**src/rtl/approx_mul_pkg.sv**
```systemverilog
// Shared widths, beat tag and helpers for the approximate multiply-accumulate scheduler.
package approx_mul_pkg;

    localparam int unsigned OPERAND_W = 8;
    localparam int unsigned PRODUCT_W = 16;
    localparam int unsigned MIN_ACC_W = PRODUCT_W;
    localparam int unsigned MAX_REQ   = 8;
    localparam int unsigned TAG_ID_W  = 3;

    typedef struct packed {
        logic [TAG_ID_W-1:0] id;
        logic                first;
        logic                last;
    } beat_tag_t;

    // Accumulator must hold at least one full product.
    function automatic bit acc_w_ok(input int unsigned w);
        return w >= MIN_ACC_W;
    endfunction

    // 3:2 carry-save compressor over full product-width rows.
    function automatic void csa(
        input  logic [PRODUCT_W-1:0] x,
        input  logic [PRODUCT_W-1:0] y,
        input  logic [PRODUCT_W-1:0] z,
        output logic [PRODUCT_W-1:0] s,
        output logic [PRODUCT_W-1:0] c
    );
        s = x ^ y ^ z;
        c = ((x & y) | (x & z) | (y & z)) << 1;
    endfunction

endpackage

```
**src/rtl/approx_eight_bit_wallace_tree.sv**
```systemverilog
// Approximate 8x8 unsigned multiplier: partial-product bits in the two lowest
// columns are discarded, the remaining rows are reduced by a carry-save tree.
module approx_eight_bit_wallace_tree
    import approx_mul_pkg::*;
(
    input  logic [OPERAND_W-1:0] a,
    input  logic [OPERAND_W-1:0] b,
    output logic [PRODUCT_W-1:0] product_c
);

    localparam int unsigned DROP_COLS = 2;

    logic [PRODUCT_W-1:0] pp [OPERAND_W];
    logic [PRODUCT_W-1:0] l1 [6];
    logic [PRODUCT_W-1:0] l2 [4];
    logic [PRODUCT_W-1:0] l3 [3];
    logic [PRODUCT_W-1:0] l4 [2];

    always_comb begin
        for (int unsigned i = 0; i < OPERAND_W; i++) begin
            pp[i] = b[i] ? (PRODUCT_W'(a) << i) : '0;
            pp[i][DROP_COLS-1:0] = '0;
        end
        // 8 -> 6 -> 4 -> 3 -> 2 rows, then one carry-propagate add.
        csa(pp[0], pp[1], pp[2], l1[0], l1[1]);
        csa(pp[3], pp[4], pp[5], l1[2], l1[3]);
        l1[4] = pp[6];
        l1[5] = pp[7];
        csa(l1[0], l1[1], l1[2], l2[0], l2[1]);
        csa(l1[3], l1[4], l1[5], l2[2], l2[3]);
        csa(l2[0], l2[1], l2[2], l3[0], l3[1]);
        l3[2] = l2[3];
        csa(l3[0], l3[1], l3[2], l4[0], l4[1]);
        product_c = l4[0] + l4[1];
    end

endmodule

```
**src/rtl/rr_arbiter.sv**
```systemverilog
// Round-robin arbiter: one-hot grant searched upward from the pointer with wrap;
// the pointer moves past the granted requester only when the grant is taken.
module rr_arbiter #(
    parameter  int unsigned NUM_REQ = 4,
    localparam int unsigned ID_W    = $clog2(NUM_REQ)
) (
    input  logic               clk,
    input  logic               rst,
    input  logic [NUM_REQ-1:0] valid,
    input  logic               advance,
    output logic [NUM_REQ-1:0] grant_c,
    output logic [ID_W-1:0]    grant_id_c
);

    logic [ID_W-1:0] ptr_q;
    logic [ID_W-1:0] ptr_d;
    logic            found;
    int unsigned     idx;

    always_comb begin
        grant_c    = '0;
        grant_id_c = '0;
        found      = 1'b0;
        idx        = 0;
        for (int unsigned k = 0; k < NUM_REQ; k++) begin
            idx = 32'(ptr_q) + k;
            if (idx >= NUM_REQ) begin
                idx = idx - NUM_REQ;
            end
            if (!found && valid[ID_W'(idx)]) begin
                found                = 1'b1;
                grant_c[ID_W'(idx)]  = 1'b1;
                grant_id_c           = ID_W'(idx);
            end
        end
        ptr_d = ptr_q;
        if (advance) begin
            ptr_d = (32'(grant_id_c) == NUM_REQ - 1) ? '0 : grant_id_c + ID_W'(1);
        end
    end

    always_ff @(posedge clk) begin
        if (rst) begin
            ptr_q <= '0;
        end else begin
            ptr_q <= ptr_d;
        end
    end

endmodule

```
**src/rtl/approx_mul_scheduler.sv**
```systemverilog
// Shares one approximate multiplier among NUM_REQ accumulating requesters.
// Define EXACT_ERR_EN to also track the accumulated (exact - approx) error.
module approx_mul_scheduler
    import approx_mul_pkg::*;
#(
    parameter  int unsigned NUM_REQ = 4,
    parameter  int unsigned ACC_W   = 20,
    localparam int unsigned ID_W    = $clog2(NUM_REQ)
) (
    input  logic                         clk,
    input  logic                         rst,
    input  logic [NUM_REQ-1:0]           req_valid,
    output logic [NUM_REQ-1:0]           req_ready,
    input  logic [NUM_REQ*OPERAND_W-1:0] req_a,
    input  logic [NUM_REQ*OPERAND_W-1:0] req_b,
    input  logic [NUM_REQ-1:0]           req_first,
    input  logic [NUM_REQ-1:0]           req_last,
    output logic                         out_valid,
    input  logic                         out_ready,
    output logic [ID_W-1:0]              out_id,
    output logic [ACC_W-1:0]             out_acc,
    output logic [ACC_W-1:0]             out_err,
    output logic                         busy
);

    if (!acc_w_ok(ACC_W) || NUM_REQ < 2 || NUM_REQ > MAX_REQ) begin : g_param_check
        $error("approx_mul_scheduler: illegal NUM_REQ/ACC_W");
    end

    logic                 stall;
    logic                 handshake;
    logic [NUM_REQ-1:0]   grant_c;
    logic [ID_W-1:0]      grant_id_c;
    logic [OPERAND_W-1:0] sel_a;
    logic [OPERAND_W-1:0] sel_b;
    logic                 sel_first;
    logic                 sel_last;
    logic [PRODUCT_W-1:0] tree_p;

    logic                 s1_v_q, s1_v_d;
    logic [OPERAND_W-1:0] s1_a_q, s1_a_d;
    logic [OPERAND_W-1:0] s1_b_q, s1_b_d;
    beat_tag_t            s1_tag_q, s1_tag_d;

    logic                 s2_v_q, s2_v_d;
    logic [PRODUCT_W-1:0] s2_p_q, s2_p_d;
    beat_tag_t            s2_tag_q, s2_tag_d;

    logic [ACC_W-1:0]     acc_q [NUM_REQ];
    logic [ACC_W-1:0]     acc_d [NUM_REQ];
    logic [ID_W-1:0]      s3_id;
    logic [ACC_W-1:0]     s3_sum;
    logic                 tag_id_unused;

    logic                 out_valid_q, out_valid_d;
    logic [ID_W-1:0]      out_id_q, out_id_d;
    logic [ACC_W-1:0]     out_acc_q, out_acc_d;

`ifdef EXACT_ERR_EN
    logic [PRODUCT_W-1:0] s2_exact_q, s2_exact_d;
    logic [ACC_W-1:0]     err_q [NUM_REQ];
    logic [ACC_W-1:0]     err_d [NUM_REQ];
    logic [ACC_W-1:0]     s3_err;
    logic [ACC_W-1:0]     out_err_q, out_err_d;
`endif

    assign stall     = out_valid_q & ~out_ready;
    assign req_ready = stall ? '0 : grant_c;
    assign handshake = |req_ready;

    rr_arbiter #(
        .NUM_REQ (NUM_REQ)
    ) u_arb (
        .clk        (clk),
        .rst        (rst),
        .valid      (req_valid),
        .advance    (handshake),
        .grant_c    (grant_c),
        .grant_id_c (grant_id_c)
    );

    approx_eight_bit_wallace_tree u_mul (
        .a         (s1_a_q),
        .b         (s1_b_q),
        .product_c (tree_p)
    );

    // Operand mux driven by the one-hot grant.
    always_comb begin
        sel_a     = '0;
        sel_b     = '0;
        sel_first = 1'b0;
        sel_last  = 1'b0;
        for (int unsigned i = 0; i < NUM_REQ; i++) begin
            if (grant_c[i]) begin
                sel_a     = req_a[i*OPERAND_W +: OPERAND_W];
                sel_b     = req_b[i*OPERAND_W +: OPERAND_W];
                sel_first = req_first[i];
                sel_last  = req_last[i];
            end
        end
    end

    // Whole pipeline advances together; a blocked result freezes every stage.
    always_comb begin
        s1_v_d      = s1_v_q;
        s1_a_d      = s1_a_q;
        s1_b_d      = s1_b_q;
        s1_tag_d    = s1_tag_q;
        s2_v_d      = s2_v_q;
        s2_p_d      = s2_p_q;
        s2_tag_d    = s2_tag_q;
        acc_d       = acc_q;
        out_valid_d = out_valid_q;
        out_id_d    = out_id_q;
        out_acc_d   = out_acc_q;
        s3_id       = ID_W'(s2_tag_q.id);
        s3_sum      = (s2_tag_q.first ? '0 : acc_q[s3_id]) + ACC_W'(s2_p_q);
`ifdef EXACT_ERR_EN
        s2_exact_d  = s2_exact_q;
        err_d       = err_q;
        out_err_d   = out_err_q;
        s3_err      = (s2_tag_q.first ? '0 : err_q[s3_id])
                      + ACC_W'(s2_exact_q) - ACC_W'(s2_p_q);
`endif
        if (!stall) begin
            s1_v_d = handshake;
            if (handshake) begin
                s1_a_d         = sel_a;
                s1_b_d         = sel_b;
                s1_tag_d.id    = TAG_ID_W'(grant_id_c);
                s1_tag_d.first = sel_first;
                s1_tag_d.last  = sel_last;
            end
            s2_v_d   = s1_v_q;
            s2_p_d   = tree_p;
            s2_tag_d = s1_tag_q;
`ifdef EXACT_ERR_EN
            s2_exact_d = PRODUCT_W'(s1_a_q) * PRODUCT_W'(s1_b_q);
`endif
            if (s2_v_q) begin
                acc_d[s3_id] = s3_sum;
`ifdef EXACT_ERR_EN
                err_d[s3_id] = s3_err;
`endif
            end
            out_valid_d = s2_v_q & s2_tag_q.last;
            if (s2_v_q && s2_tag_q.last) begin
                out_id_d  = s3_id;
                out_acc_d = s3_sum;
`ifdef EXACT_ERR_EN
                out_err_d = s3_err;
`endif
            end
        end
    end

    assign tag_id_unused = ^s2_tag_q.id;

    always_ff @(posedge clk) begin
        if (rst) begin
            s1_v_q      <= 1'b0;
            s1_a_q      <= '0;
            s1_b_q      <= '0;
            s1_tag_q    <= '0;
            s2_v_q      <= 1'b0;
            s2_p_q      <= '0;
            s2_tag_q    <= '0;
            out_valid_q <= 1'b0;
            out_id_q    <= '0;
            out_acc_q   <= '0;
            for (int unsigned i = 0; i < NUM_REQ; i++) begin
                acc_q[i] <= '0;
            end
        end else begin
            s1_v_q      <= s1_v_d;
            s1_a_q      <= s1_a_d;
            s1_b_q      <= s1_b_d;
            s1_tag_q    <= s1_tag_d;
            s2_v_q      <= s2_v_d;
            s2_p_q      <= s2_p_d;
            s2_tag_q    <= s2_tag_d;
            out_valid_q <= out_valid_d;
            out_id_q    <= out_id_d;
            out_acc_q   <= out_acc_d;
            acc_q       <= acc_d;
        end
    end

`ifdef EXACT_ERR_EN
    always_ff @(posedge clk) begin
        if (rst) begin
            s2_exact_q <= '0;
            out_err_q  <= '0;
            for (int unsigned i = 0; i < NUM_REQ; i++) begin
                err_q[i] <= '0;
            end
        end else begin
            s2_exact_q <= s2_exact_d;
            out_err_q  <= out_err_d;
            err_q      <= err_d;
        end
    end

    assign out_err = out_err_q;
`else
    assign out_err = '0;
`endif

    assign out_valid = out_valid_q;
    assign out_id    = out_id_q;
    assign out_acc   = out_acc_q;
    assign busy      = s1_v_q | s2_v_q | out_valid_q;

endmodule

```
**config.mk**
```make
export PLATFORM = sky130hd
export DESIGN_NAME = approx_mul_scheduler
export DESIGN_NICKNAME = d
export VERILOG_FILES = /design/src/rtl/approx_mul_pkg.sv /design/src/rtl/approx_eight_bit_wallace_tree.sv /design/src/rtl/rr_arbiter.sv /design/src/rtl/approx_mul_scheduler.sv
export SDC_FILE = /design/constraint.sdc
export NUM_CORES = 1
export LEC_CHECK = 0
export CORE_MARGIN = 2
export CORE_UTILIZATION = 40
export DETAILED_ROUTE_END_ITERATION = 8
export MAX_ROUTING_LAYER = met4
export PLACE_DENSITY = 0.67
export SLEW_MARGIN = 30
export SYNTH_ARGS = -nofsm -noshare
export SYNTH_HDL_FRONTEND = slang
export SYNTH_SLANG_ARGS = --single-unit
```
**constraint.sdc**
```tcl
create_clock -name clk -period 6.2 [get_ports clk]
set_clock_uncertainty 0.1 [all_clocks]
set_input_delay 1.24 -clock clk [delete_from_list [all_inputs] [get_ports clk]]
set_output_delay 1.24 -clock clk [all_outputs]
set_load 0.01 [all_outputs]
```
# == Word-level counts from Yosys, hierarchy flattened ==
# Cells that the tools add are included.
# word_totals
out_inout_bits,48
ramBits,0
reg_bits,147
elab_cells,176
latch_bits,0
input_bits,79
mem_bits_ro,0
memories,0
# op_classes
n_shift,0
div_mod_pow,0
bitwise_logic,52
mux,64
mul,0
reduce_logical,16
addsub,10
n_lt_le_gt_ge,14
eq_ne,1
# op_table
operator,n
$and 15x15->15,18
$or 15x15->15,12
$xor 16x16->16,8
$bwmux 80,1
$mux 20,4
$mux 8,9
$bmux 20 s2,1
$demux 20 s2,1
$add 20x16->20,1
$mux 4,5
$mux 1,19
$mux 2,9
$add 16x16->16,1
$xor 16x10->16,1
$xor 16x13->16,1
$xor 16x14->16,1
$xor 16x15->16,1
$mux 15,1
$mux 14,1
$mux 13,1
$ge 3x3->1 const B,4
$lt 2x3->1 const B,4
$mux 12,1
$or 4x4->4,3
21 further kinds,49

# == Longest topological paths before layout ==
# Gate-level depths: netlist (run 1).
# depth
depth_word,18
depth_mapped,19
ltp_nobuf,18

# == Hierarchy ==
# From an unflattened synthesis (run 1), not the netlist that was laid out.
# hier_totals
hier_cells,1144
hier_area_um2,9610.5
# modules_own_cells
module,instances,cells_each,area_per_inst_um2,seq_area_each_um2
approx_mul_scheduler,1,882,7228.2,2902.8
approx_eight_bit_wallace_tree,1,190,1776.7,0.0
rr_arbiter,1,72,605.6,40.0

# == Worst setup path before layout (run 1) ==
# OpenSTA, ideal clock, no wires.
# synth_timing
path_kind,register to register
startpoint,register s1_a_q[4]
endpoint,register s2_p_q[15]
stages_incl_launch_ff,18
setup_time_ns,0.071
arrival_time_ns,4.520
path_buffers,1
period_less_slack_ns,4.691
setup_slack_ns,1.509
required_time_ns,6.029
cell_sequence,dfxtp_1 > clkbuf_1 > and2_1 > fa_1 > inv_1 > fa_1 > fa_1 > fa_1 > inv_1 > ha_1 > a21o_1 > a21oi_1 > o21ai_0 > a2111o_1 > a311oi_1 > xnor2_1 > nand2_1 > a21oi_1
# synth_via
elab_chain_cells,14
word_cells_on_any_way,51
cone_classes,add/sub (1); mux (8); bitwise (42)
# synth_lines
element,line_no,text
from (decl),approx_mul_scheduler.sv:41,"logic [OPERAND_W-1:0] s1_a_q, s1_a_d;"
from (signal assigned),approx_mul_scheduler.sv:163,s1_a_q <= '0;
from (signal assigned),approx_mul_scheduler.sv:177,s1_a_q <= s1_a_d;
"$mux 8, or another cell as far along",approx_eight_bit_wallace_tree.sv:21,pp[i] = b[i] ? (PRODUCT_W'(a) << i) : '0;
$and 15x15->15,approx_mul_pkg.sv:30,c = ((x & y) | (x & z) | (y & z)) << 1;
$or 15x15->15 (2 in a row),approx_mul_pkg.sv:30,
$and 15x15->15,approx_mul_pkg.sv:30,
$or 15x15->15 (2 in a row),approx_mul_pkg.sv:30,
$and 15x15->15,approx_mul_pkg.sv:30,
$or 15x15->15 (2 in a row),approx_mul_pkg.sv:30,
$and 15x15->15,approx_mul_pkg.sv:30,
$or 15x15->15 (2 in a row),approx_mul_pkg.sv:30,
$add 16x16->16 (*),approx_eight_bit_wallace_tree.sv:34,product_c = l4[0] + l4[1];
to (signal assigned),approx_mul_scheduler.sv:181,s2_p_q <= s2_p_d;
to (decl),approx_mul_scheduler.sv:46,"logic [PRODUCT_W-1:0] s2_p_q, s2_p_d;"
# Every way passes the cells marked *; elsewhere a longest branch is shown, timed or not.
# A chain may end at the register's enable or synchronous reset.

# == Final worst setup path (run 1) ==
# layout_timing
startpoint,input port req_valid[0]
endpoint,output port req_ready[3]
# layout_via
elab_chain_cells,13
word_cells_on_any_way,25
cone_classes,mux (16); bitwise (3); reduce/logical (6)
# layout_lines
element,line_no,text
from (decl),approx_mul_scheduler.sv:12,"input logic [NUM_REQ-1:0] req_valid,"
$bmux 1 s2,rr_arbiter.sv:30,if (!found && valid[ID_W'(idx)]) begin
$mux 1 (implied by the code),rr_arbiter.sv:30,
$mux 1,rr_arbiter.sv:30,
$logic_not 1->1,rr_arbiter.sv:30,
$logic_and 1x1->1,rr_arbiter.sv:30,
$mux 1,rr_arbiter.sv:30,
$logic_not 1->1,rr_arbiter.sv:30,
$logic_and 1x1->1,rr_arbiter.sv:30,
$mux 1,rr_arbiter.sv:30,
$logic_not 1->1,rr_arbiter.sv:30,
$logic_and 1x1->1,rr_arbiter.sv:30,
$mux 4 (*),rr_arbiter.sv:30,
$mux 4 (*),approx_mul_scheduler.sv:68,assign req_ready = stall ? '0 : grant_c;
to (decl),approx_mul_scheduler.sv:13,"output logic [NUM_REQ-1:0] req_ready,"
# Every way passes the cells marked *; elsewhere a longest branch is shown, timed or not. The select of a mux whose other input is x is not followed.

==> results of run 1 <==
-- cell type report --
| type | count | area (um2) | share of cell area [%] |
|---|---|---|---|
| multi-input combinational | 847 | 6030 | 53.8 |
| sequential | 145 | 2900 | 25.9 |
| timing repair buffer | 119 | 1160 | 10.3 |
| clock buffer | 20 | 457 | 4.07 |
| tap | 319 | 399 | 3.56 |
| inverter | 47 | 176 | 1.57 |
| clock inverter | 12 | 85.1 | 0.759 |
-- per-stage QoR --
step	power, mW	instance area, um2	setup WS (ns)	std cells
floorplan	2.63	9630	1.51	1139
global placement	2.95	10700	0.860	1477
detailed placement	2.98	10700	0.804	1477
CTS	3.93	11200	0.791	1509
global route	4.22	11200	0.564	1509
finish	3.91	11200	0.794	1509
-- Yosys cell counts, types with 20 or more instances --
cell type,number
nor2b_1,23
inv_1,47
mux4_2,22
buf_4,21
o21ai_0,34
and2_1,53
fa_1,40
nor2_1,112
nand3_1,20
clkbuf_1,60
nand2_1,147
a21oi_1,95
dfxtp_1,145
a211oi_1,21
nor3_1,21
ha_1,40
nand3b_1,32
-- report_power, final --
part	switching, mW	internal, mW	total [mW]
sequential	0.150	1.04	1.19
combinational	0.983	0.778	1.76
clock	0.423	0.533	0.956
total	1.56	2.35	3.91
-- how the worst max path moves through the flow --
stage,cells after the start,endpoint
2_1_floorplan,17,s2_p_q[15]
3_5_place_dp,7,req_ready[3]
4_1_cts,7,req_ready[2]
6_report,7,req_ready[3]
5_1_grt,7,req_ready[2]
3_3_place_gp,7,req_ready[3]
-- cell usage in the layout, fill, tap and decap left out, types with 3 or more instances in the layout --
cell type        instances
a211oi_1                21
a211oi_2                 6
a21o_1                   7
a21oi_1                 95
a221o_1                  3
a221oi_1                19
a2bb2oi_1               18
and2_1                  53
buf_4                   14
clkbuf_16               17
clkdlybuf4s50_1        105
clkinv_2                 4
clkinvlp_4               4
conb_1                  20
dfxtp_1                144
fa_1                    40
ha_1                    40
inv_1                   47
mux2i_1                  6
mux4_2                  22
nand2_1                147
nand2b_1                 8
nand3_1                 20
nand3b_1                32
nor2_1                 112
nor2b_1                 22
nor3_1                  20
o211ai_1                13
o21a_1                   4
o21ai_0                 34
o221ai_1                 3
o311ai_0                 5
o31ai_1                 16
or3_1                    4
or4_1                    5
xnor2_1                  8
xor2_1                   7
-- registers in the layout (all words and copies together) (netlist names) --
| signal | count |
|---|---|
| s2_p_q | 14 |
| out_acc | 20 |
| s1_tag_q | 4 |
| s1_b_q | 8 |
| acc_q | 80 |
| out_id | 2 |
| s1_a_q | 8 |
| s1_v_q | 1 |
| s2_tag_q | 4 |
| out_valid | 1 |
| s2_v_q | 1 |
| u_arb.ptr_q | 2 |
-- layer usage --
metal,part of all wire (%),up-vias,wire (um),global-route usage (%)
met5,0,-,0,-
met4,1.5,0,366,5.62
met3,4.3,31,1040,3.18
met2,47,186,11400,33.2
met1,47,3834,11300,27.4
li1,-,3993,-,-
-- cells by family after synthesis --
logic type,count (synthesis),share of synthesized area (%)
AO/OA/AOI/OAI,264,19.0
XOR/XNOR,15,1.38
adder cells (fa/ha/maj),80,13.6
buffers and inverters,147,7.28
flip-flops,145,30.4
multiplexers,30,6.21
other,1,0.0392
AND/OR/NAND/NOR,438,22.1
-- worst max-delay path: stages --
cell	delay [ns]
clkdlybuf4s50_1	0.50
mux4_1	0.58
nor2b_1	0.16
nor3b_2	0.57
a221oi_4	0.29
nor2_2	0.17
clkdlybuf4s50_1	0.55
==> reports/qor.yml, run 1 <==
rr_worst_depth: 16
nNetsFinal: 1336
hp-start: "s1_tag_q[3]"
async_flop_share_pct: 0
synth_top_area_share_pct: 30.4
yosysTopAreaCell: "dfxtp_1"
slew_headroom_pct: 36.7
synth_cells: 1120
cts_resized: 0
rsz0062_at_grt: "no"
period_needed_ns: 5.41
ctsHoldBuffers: 0
tns_ns: 0
yosys-top-cells-area: "dfxtp_1 (30%), fa_1 (8.4%), nand2_1 (5.8%)"
ys_seq_area_share_pct: 30.4
grt_pass1_wl_um: 40300
routedWlPerCell_um: 15.9
die_area_um2: 25100
netlist_area_um2: 9550
power.density_nw_per_um2: 348
drt_iter0_markers: 504
whs_path_depth: 2
core_um2: 23500
nFillCells: 2248
clock_latency_ns: 0.43
vias_per_cell: 5.33
r2r_end: "s2_p_q[15]"
synth_area_per_cell_um2: 8.53
start_util_pct: 40.7
path_class: "in2out"
finalHoldViolCount: 0
drc: 0
synth_edf_count: 0
postCtsSetupRepairBufs: 0
whs_ns: 0.354
grt_antenna_before_repair: 0
start_kind: "input port"
reg2reg_slack_ns: 1.18
fin_crit_sh_pct: 87.2
ant_nets: 0
utilization_pct: 47.8
first_global_vias: 7975
worst_hold_path_type: "reg2reg"
ir_worst_vdd_mv: 0.226
cts_made_buffers: 17
area_growth_syn_to_layout_pct: 17.4
cp-startpoint: "req_valid[0]"
maxCapViolCount: 0
yosysWarningCount: 0
worstSetupEndpointType: "output port"
grt_max_degree: 90
cts_sinks: 145
worst_slew_pin_slew_ns: 0.949
cp.arrival_ns: 4.07
antenna-diode-count: 0
clk_path_buf_depth: 2
pin_count: 127
fmax_mhz: 185
grt-ovfl-total: 0
vias: 8044
die_w_um: 159
synth.distinct_cells: 65
p_leak_nw: 4.23
outcome: "complete, no violations"
gp_congestion: 0.889
cts_tree: "done"
hold_end: "s2_tag_q[3]"
htree_levels: 4
path_max_fanout: 19
r2r-start: "s1_a_q[4]"
critical_path_required_ns: 4.86
ctsRootBufferMaster: "clkbuf_16"
drt_wl_total_um: 24100
die_h_um: 159
drv_slew: 0
num_rows: 56
clk_pin_slew_worst_paths_ns: 0.06
portBuffers: 106
dr.pass1.iters: 5
ys.flop_type: "dfxtp_1"
ys_seq_elements: 145
grt_use_total_pct: 20.7
setup_viol: 0
drive_above_1_share_pct: 7.65
hpwl_um: 16600
Note: power is estimated with default switching activity, not from simulation.
==> run 2, diff against run 1 <==
--- a/config.mk
+++ b/config.mk
@@ -5,11 +5,12 @@
 export SDC_FILE = /design/constraint.sdc
 export NUM_CORES = 1
 export LEC_CHECK = 0
+export ABC_CLOCK_PERIOD_IN_PS = 6200
 export CORE_MARGIN = 2
-export CORE_UTILIZATION = 40
+export CORE_UTILIZATION = 56
 export DETAILED_ROUTE_END_ITERATION = 8
 export MAX_ROUTING_LAYER = met4
-export PLACE_DENSITY = 0.67
+export PLACE_DENSITY = 0.78
 export SLEW_MARGIN = 30
 export SYNTH_ARGS = -nofsm -noshare
 export SYNTH_HDL_FRONTEND = slang
==> run 2 against run 1 <==
Critical endpoint is now req_ready[1]; critical path type unchanged; non-clock buffer count did not move; register-to-register slack improved by 0.09 ns; total power rose by 1.8%; count of clock-buffer cells in the layout fell by 2; highest routed layer unchanged; final area fell by 0.84%.
==> reports/qor.yml, run 2 (synthesis gave the netlist of run 1 again) <==
die_h_um: 135
core_um2: 16600
worst_slew_pin_slew_ns: 0.986
finalHoldViolCount: 0
cellInternalPower_mw: 2.40
p_leak_nw: 4.24
routedWlPerCell_um: 16.7
p_sw_share_pct: 39.8
power_mw: 3.98
clkPwrFrac_pct: 24.9
rsz0062_at_grt: "no"
use_met3_pct: 3.30
ctsHoldBuffers: 0
max_stage_delay_ns: 0.61
critical_path_required_ns: 4.86
combinationalPowerShare_pct: 45.1
grt_max_degree: 91
final_cells: 1409
largest_reg_flops: 80
multi_input_comb_area_um2: 6040
drt_wl_total_um: 23600
clock_latency_ns: 0.43
portBuffers: 106
fin_crit_sh_pct: 91.8
postCtsSetupRepairBufs: 0
p_sw_mw: 1.58
cp_num_cells: 8
path_max_fanout: 20
seq_area_um2: 2900
top_usage_layer: "met2"
die_w_um: 135
worst_hold_path_type: "reg2reg"
path_class: "in2out"
grt_antenna_before_repair: 0
grt_pass1_wl_um: 38900
gp_congestion: 0.867
ir_worst_vdd_mv: 0.618
outcome: "complete, no violations"
cp.arrival_ns: 4.35
period_needed_ns: 5.69
critPathBufInv: 3
antenna-diode-count: 0
nFillCells: 1347
r2r-start: "s1_a_q[4]"
dpl_cell_area_um2: 10500
worstSetupEndpointType: "output port"
dpl.cell_count: 1378
reg2reg_slack_ns: 1.27
top_register: "acc_q"
seq_power_share_pct: 30.0
cpMostUsedCell: "clkdlybuf4s50_1"
hpwl_um: 16100
cts_tree: "done"
tns_ns: 0
start_kind: "input port"
clk_pin_slew_worst_paths_ns: 0.06
design_area_um2: 11100
rr_worst_depth: 16
grtUsageMet2_pct: 43.8
clk_path_buf_depth: 2
pin_count: 127
nNetsFinal: 1336
endpoint: "req_ready[1]"
drv_slew: 0
area_growth_syn_to_layout_pct: 16.4
layout_commonest_cell: "nand2_1"
use_met1_pct: 37.7
grt-ovfl-total: 0
first_global_vias: 7724
ctsRootBufferMaster: "clkbuf_16"
cp-startpoint: "req_valid[3]"
power.density_nw_per_um2: 358
cts_made_buffers: 17
most-common-layout-cells: "nand2_1 (147), dfxtp_1 (144), nor2_1 (111)"
start_util_pct: 57.4
setup_viol: 0
cp_top_family: "buffers and inverters"
maxCapViolCount: 0
dr.pass1.iters: 5
worstPathCellList: "clkdlybuf4s50_1 -> mux4_1 -> nor2b_1 -> nor3b_2 -> a221o_1 -> buf_4 -> and2_1 -> clkdlybuf4s50_1"
cts_resized: 0
die_area_um2: 18100
r2r_end: "s2_p_q[15]"
vias: 8189
cpMaxStageDelayCell: "nor3b_2"
slew_headroom_pct: 33.9
drc: 0
fmax_mhz: 176
num_rows: 47
htree_levels: 4
ant_nets: 0
drive_above_1_share_pct: 7.82
drt_iter0_markers: 608
vias_per_cell: 5.81
cts_sinks: 145
grt_use_total_pct: 27.5
==> run 2: worst min-delay path, stage by stage, from the launching register on <==
cell and delay [ns]:
dfxtp_1 0.31, nand2_1 0.05, a21oi_1 0.05
==> run 2: worst min path at each step <==
stage               slack [ns]           to  cells after the start         from
floorplan                 0.33    acc_q[42]                      2    acc_q[42]
global placement          0.34    acc_q[68]                      2    acc_q[68]
detailed placement        0.35  out_acc[16]                      2  out_acc[16]
CTS                       0.36  out_acc[16]                      2  out_acc[16]
global route              0.37  out_acc[16]                      2  out_acc[16]
finish                    0.35    acc_q[22]                      2    acc_q[22]
==> run 2: area by class of cell <==
cell class / instances / area share, %
clock inverter: 13 / 1.16
multi-input combinational: 847 / 54.3
sequential: 145 / 26.1
inverter: 47 / 1.59
timing repair buffer: 119 / 10.4
clock buffer: 18 / 3.95
tap: 220 / 2.48
==> run 2: through the flow <==
| stage | hold slack, ns | setup WS [ns] | util, % |
|---|---|---|---|
| 2_1_floorplan | 0.333 | 1.51 | - |
| 3_3_place_gp | 0.340 | 0.616 | 63.4 |
| 3_5_place_dp | 0.346 | 0.520 | 63.4 |
| 4_1_cts | 0.355 | 0.519 | 66.8 |
| 5_1_grt | 0.368 | 0.268 | 66.8 |
| 6_report | 0.354 | 0.511 | 66.8 |
==> run 2: power by group through the flow <==
stage               Sequential (mW)  Combinational, mW  Clock (mW)
global placement               1.20               1.75           0
global route                   1.21               2.01        1.05
detailed placement             1.21               1.78           0
finish                         1.19               1.79       0.991
floorplan                      1.13               1.50           0
CTS                            1.19               1.80        1.01
==> run 2: metal layers <==
metal	share of wire [%]	up-vias
li1	-	3996
met1	46	3950
met2	48	219
met3	4.8	24
met4	1.2	0
met5	0	-
==> run 3, diff against run 2 <==
--- a/config.mk
+++ b/config.mk
@@ -9,6 +9,7 @@
 export CORE_MARGIN = 2
 export CORE_UTILIZATION = 56
 export DETAILED_ROUTE_END_ITERATION = 8
+export GPL_TIMING_DRIVEN = 0
 export MAX_ROUTING_LAYER = met4
 export PLACE_DENSITY = 0.78
 export SLEW_MARGIN = 30
==> run 3 against run 2 <==
Wire length increased by 18%; global-route usage increased by 4.7 points; die area unchanged; setup slack better by 0.19 ns; sequential power about the same; non-clock buffer count is 87 higher; via count increased by 9.0%; register-to-register slack worse by 0.45 ns; worst hold slack improved by 0.0028 ns; largest cell class unchanged.
==> reports/qor.yml, run 3 (synthesis gave the netlist of run 1 again) <==
p_sw_mw: 1.71
ir_worst_vdd_mv: 0.382
grt_pass1_wl_um: 45000
cellInternalPower_mw: 2.52
start_kind: "input port"
drc: 0
fin_crit_sh_pct: 88.7
postCtsSetupRepairBufs: 0
p_leak_nw: 4.46
portBuffers: 106
combinationalPowerShare_pct: 47.7
start_util_pct: 57.4
power.density_nw_per_um2: 366
top_register: "acc_q"
cts_made_buffers: 17
path_class: "in2out"
dr.pass1.iters: 5
worst_slew_pin_slew_ns: 0.802
rsz0062_at_grt: "no"
fmax_mhz: 182
clkPwrFrac_pct: 24.7
cp.arrival_ns: 4.16
cts_tree: "done"
layout_commonest_cell: "nand2_1"
grt_max_degree: 17
htree_levels: 4
critical_path_required_ns: 4.86
drt_iter0_markers: 777
die_w_um: 135
cpMaxStageDelayCell: "nor3b_2"
ant_nets: 0
outcome: "complete, no violations"
grt_use_total_pct: 32.3
drive_above_1_share_pct: 8.61
nFillCells: 1358
pin_count: 127
first_global_vias: 8819
slew_headroom_pct: 46.4
hpwl_um: 20100
worst_hold_path_type: "reg2reg"
maxCapViolCount: 0
worstSetupEndpointType: "output port"
p_sw_share_pct: 40.5
vias: 8924
ctsHoldBuffers: 0
setup_viol: 0
num_rows: 47
area_growth_syn_to_layout_pct: 21.1
ctsRootBufferMaster: "clkbuf_16"
clk_pin_slew_worst_paths_ns: 0.07
nNetsFinal: 1423
core_um2: 16600
die_h_um: 135
gp_congestion: 0.926
drv_slew: 0
most-common-layout-cells: "nand2_1 (147), dfxtp_1 (145), nor2_1 (112)"
seq_power_share_pct: 27.6
clock_latency_ns: 0.44
whs_ns: 0.357
clk_path_buf_depth: 2
drt_wl_total_um: 27800
largest_reg_flops: 80
path_max_fanout: 7
cts_sinks: 145
finalHoldViolCount: 0
grt-ovfl-total: 0
period_needed_ns: 5.50
vias_per_cell: 5.96
die_area_um2: 18100
tns_ns: 0
grt_antenna_before_repair: 0
cts_resized: 0
max_stage_delay_ns: 0.64
worstPathCellList: "clkdlybuf4s50_1 -> mux4_1 -> nor2b_1 -> nor3b_2 -> a221o_1 -> and2_1 -> clkdlybuf4s50_1"
routedWlPerCell_um: 18.6
antenna-diode-count: 0
cpMostUsedCell: "clkdlybuf4s50_1"
## run 3: final timing paths
path / from / end / slack [ns] / cells after the start
max: req_valid[3] / req_ready[1] / 0.70 / 7
max reg2reg: s2_tag_q[2] / out_acc[18] / 0.82 / 13
min reg2reg: acc_q[48] / acc_q[48] / 0.36 / 2
min: acc_q[48] / acc_q[48] / 0.36 / 2
## run 3: layout make-up
type | count | area [um2] | area share, %
well taps | 220 | 275 | 2.38
inverters | 47 | 176 | 1.53
repair buffers | 106 | 1060 | 9.17
plain buffers | 100 | 520 | 4.50
flip-flops and latches | 145 | 2900 | 25.1
clock buffers | 18 | 439 | 3.80
clock inverters | 14 | 159 | 1.37
multi-input cells | 847 | 6030 | 52.2
## run 3: metal layers
| layer | GRT usage, % | up-vias | share of wire (%) |
|---|---|---|---|
| li1 | - | 4174 | - |
| met1 | 42.0 | 4277 | 42 |
| met2 | 51.5 | 413 | 46 |
| met3 | 5.86 | 60 | 9.2 |
| met4 | 10.2 | 0 | 2.3 |
| met5 | - | - | 0 |
## run 3: power by group through the flow
stage,clock (mW),combinational [mW],sequential [mW]
2_1_floorplan,0,1.50,1.13
6_report,1.05,2.02,1.17
4_1_cts,1.05,2.01,1.16
3_3_place_gp,0,1.95,1.18
5_1_grt,1.08,2.24,1.18
3_5_place_dp,0,1.98,1.18
## run 3: worst max-delay path: cells and delay by family
family                 cells  cell delay (ns)
muxes                      1             0.60
AOI/OAI and AO/OA          1             0.30
buffers and inverters      2             1.04
and+or+nand+nor            3             0.98
## run 3: metrics by stage
step / power (mW) / util [%] / cells / setup slack [ns] / instance area (um2)
floorplan: 2.63 / - / 1139 / 1.51 / 9630
global placement: 3.13 / 65.9 / 1465 / 0.646 / 11000
detailed placement: 3.17 / 65.9 / 1465 / 0.730 / 11000
CTS: 4.22 / 69.5 / 1497 / 0.716 / 11600
global route: 4.50 / 69.5 / 1497 / 0.540 / 11600
finish: 4.23 / 69.5 / 1497 / 0.703 / 11600
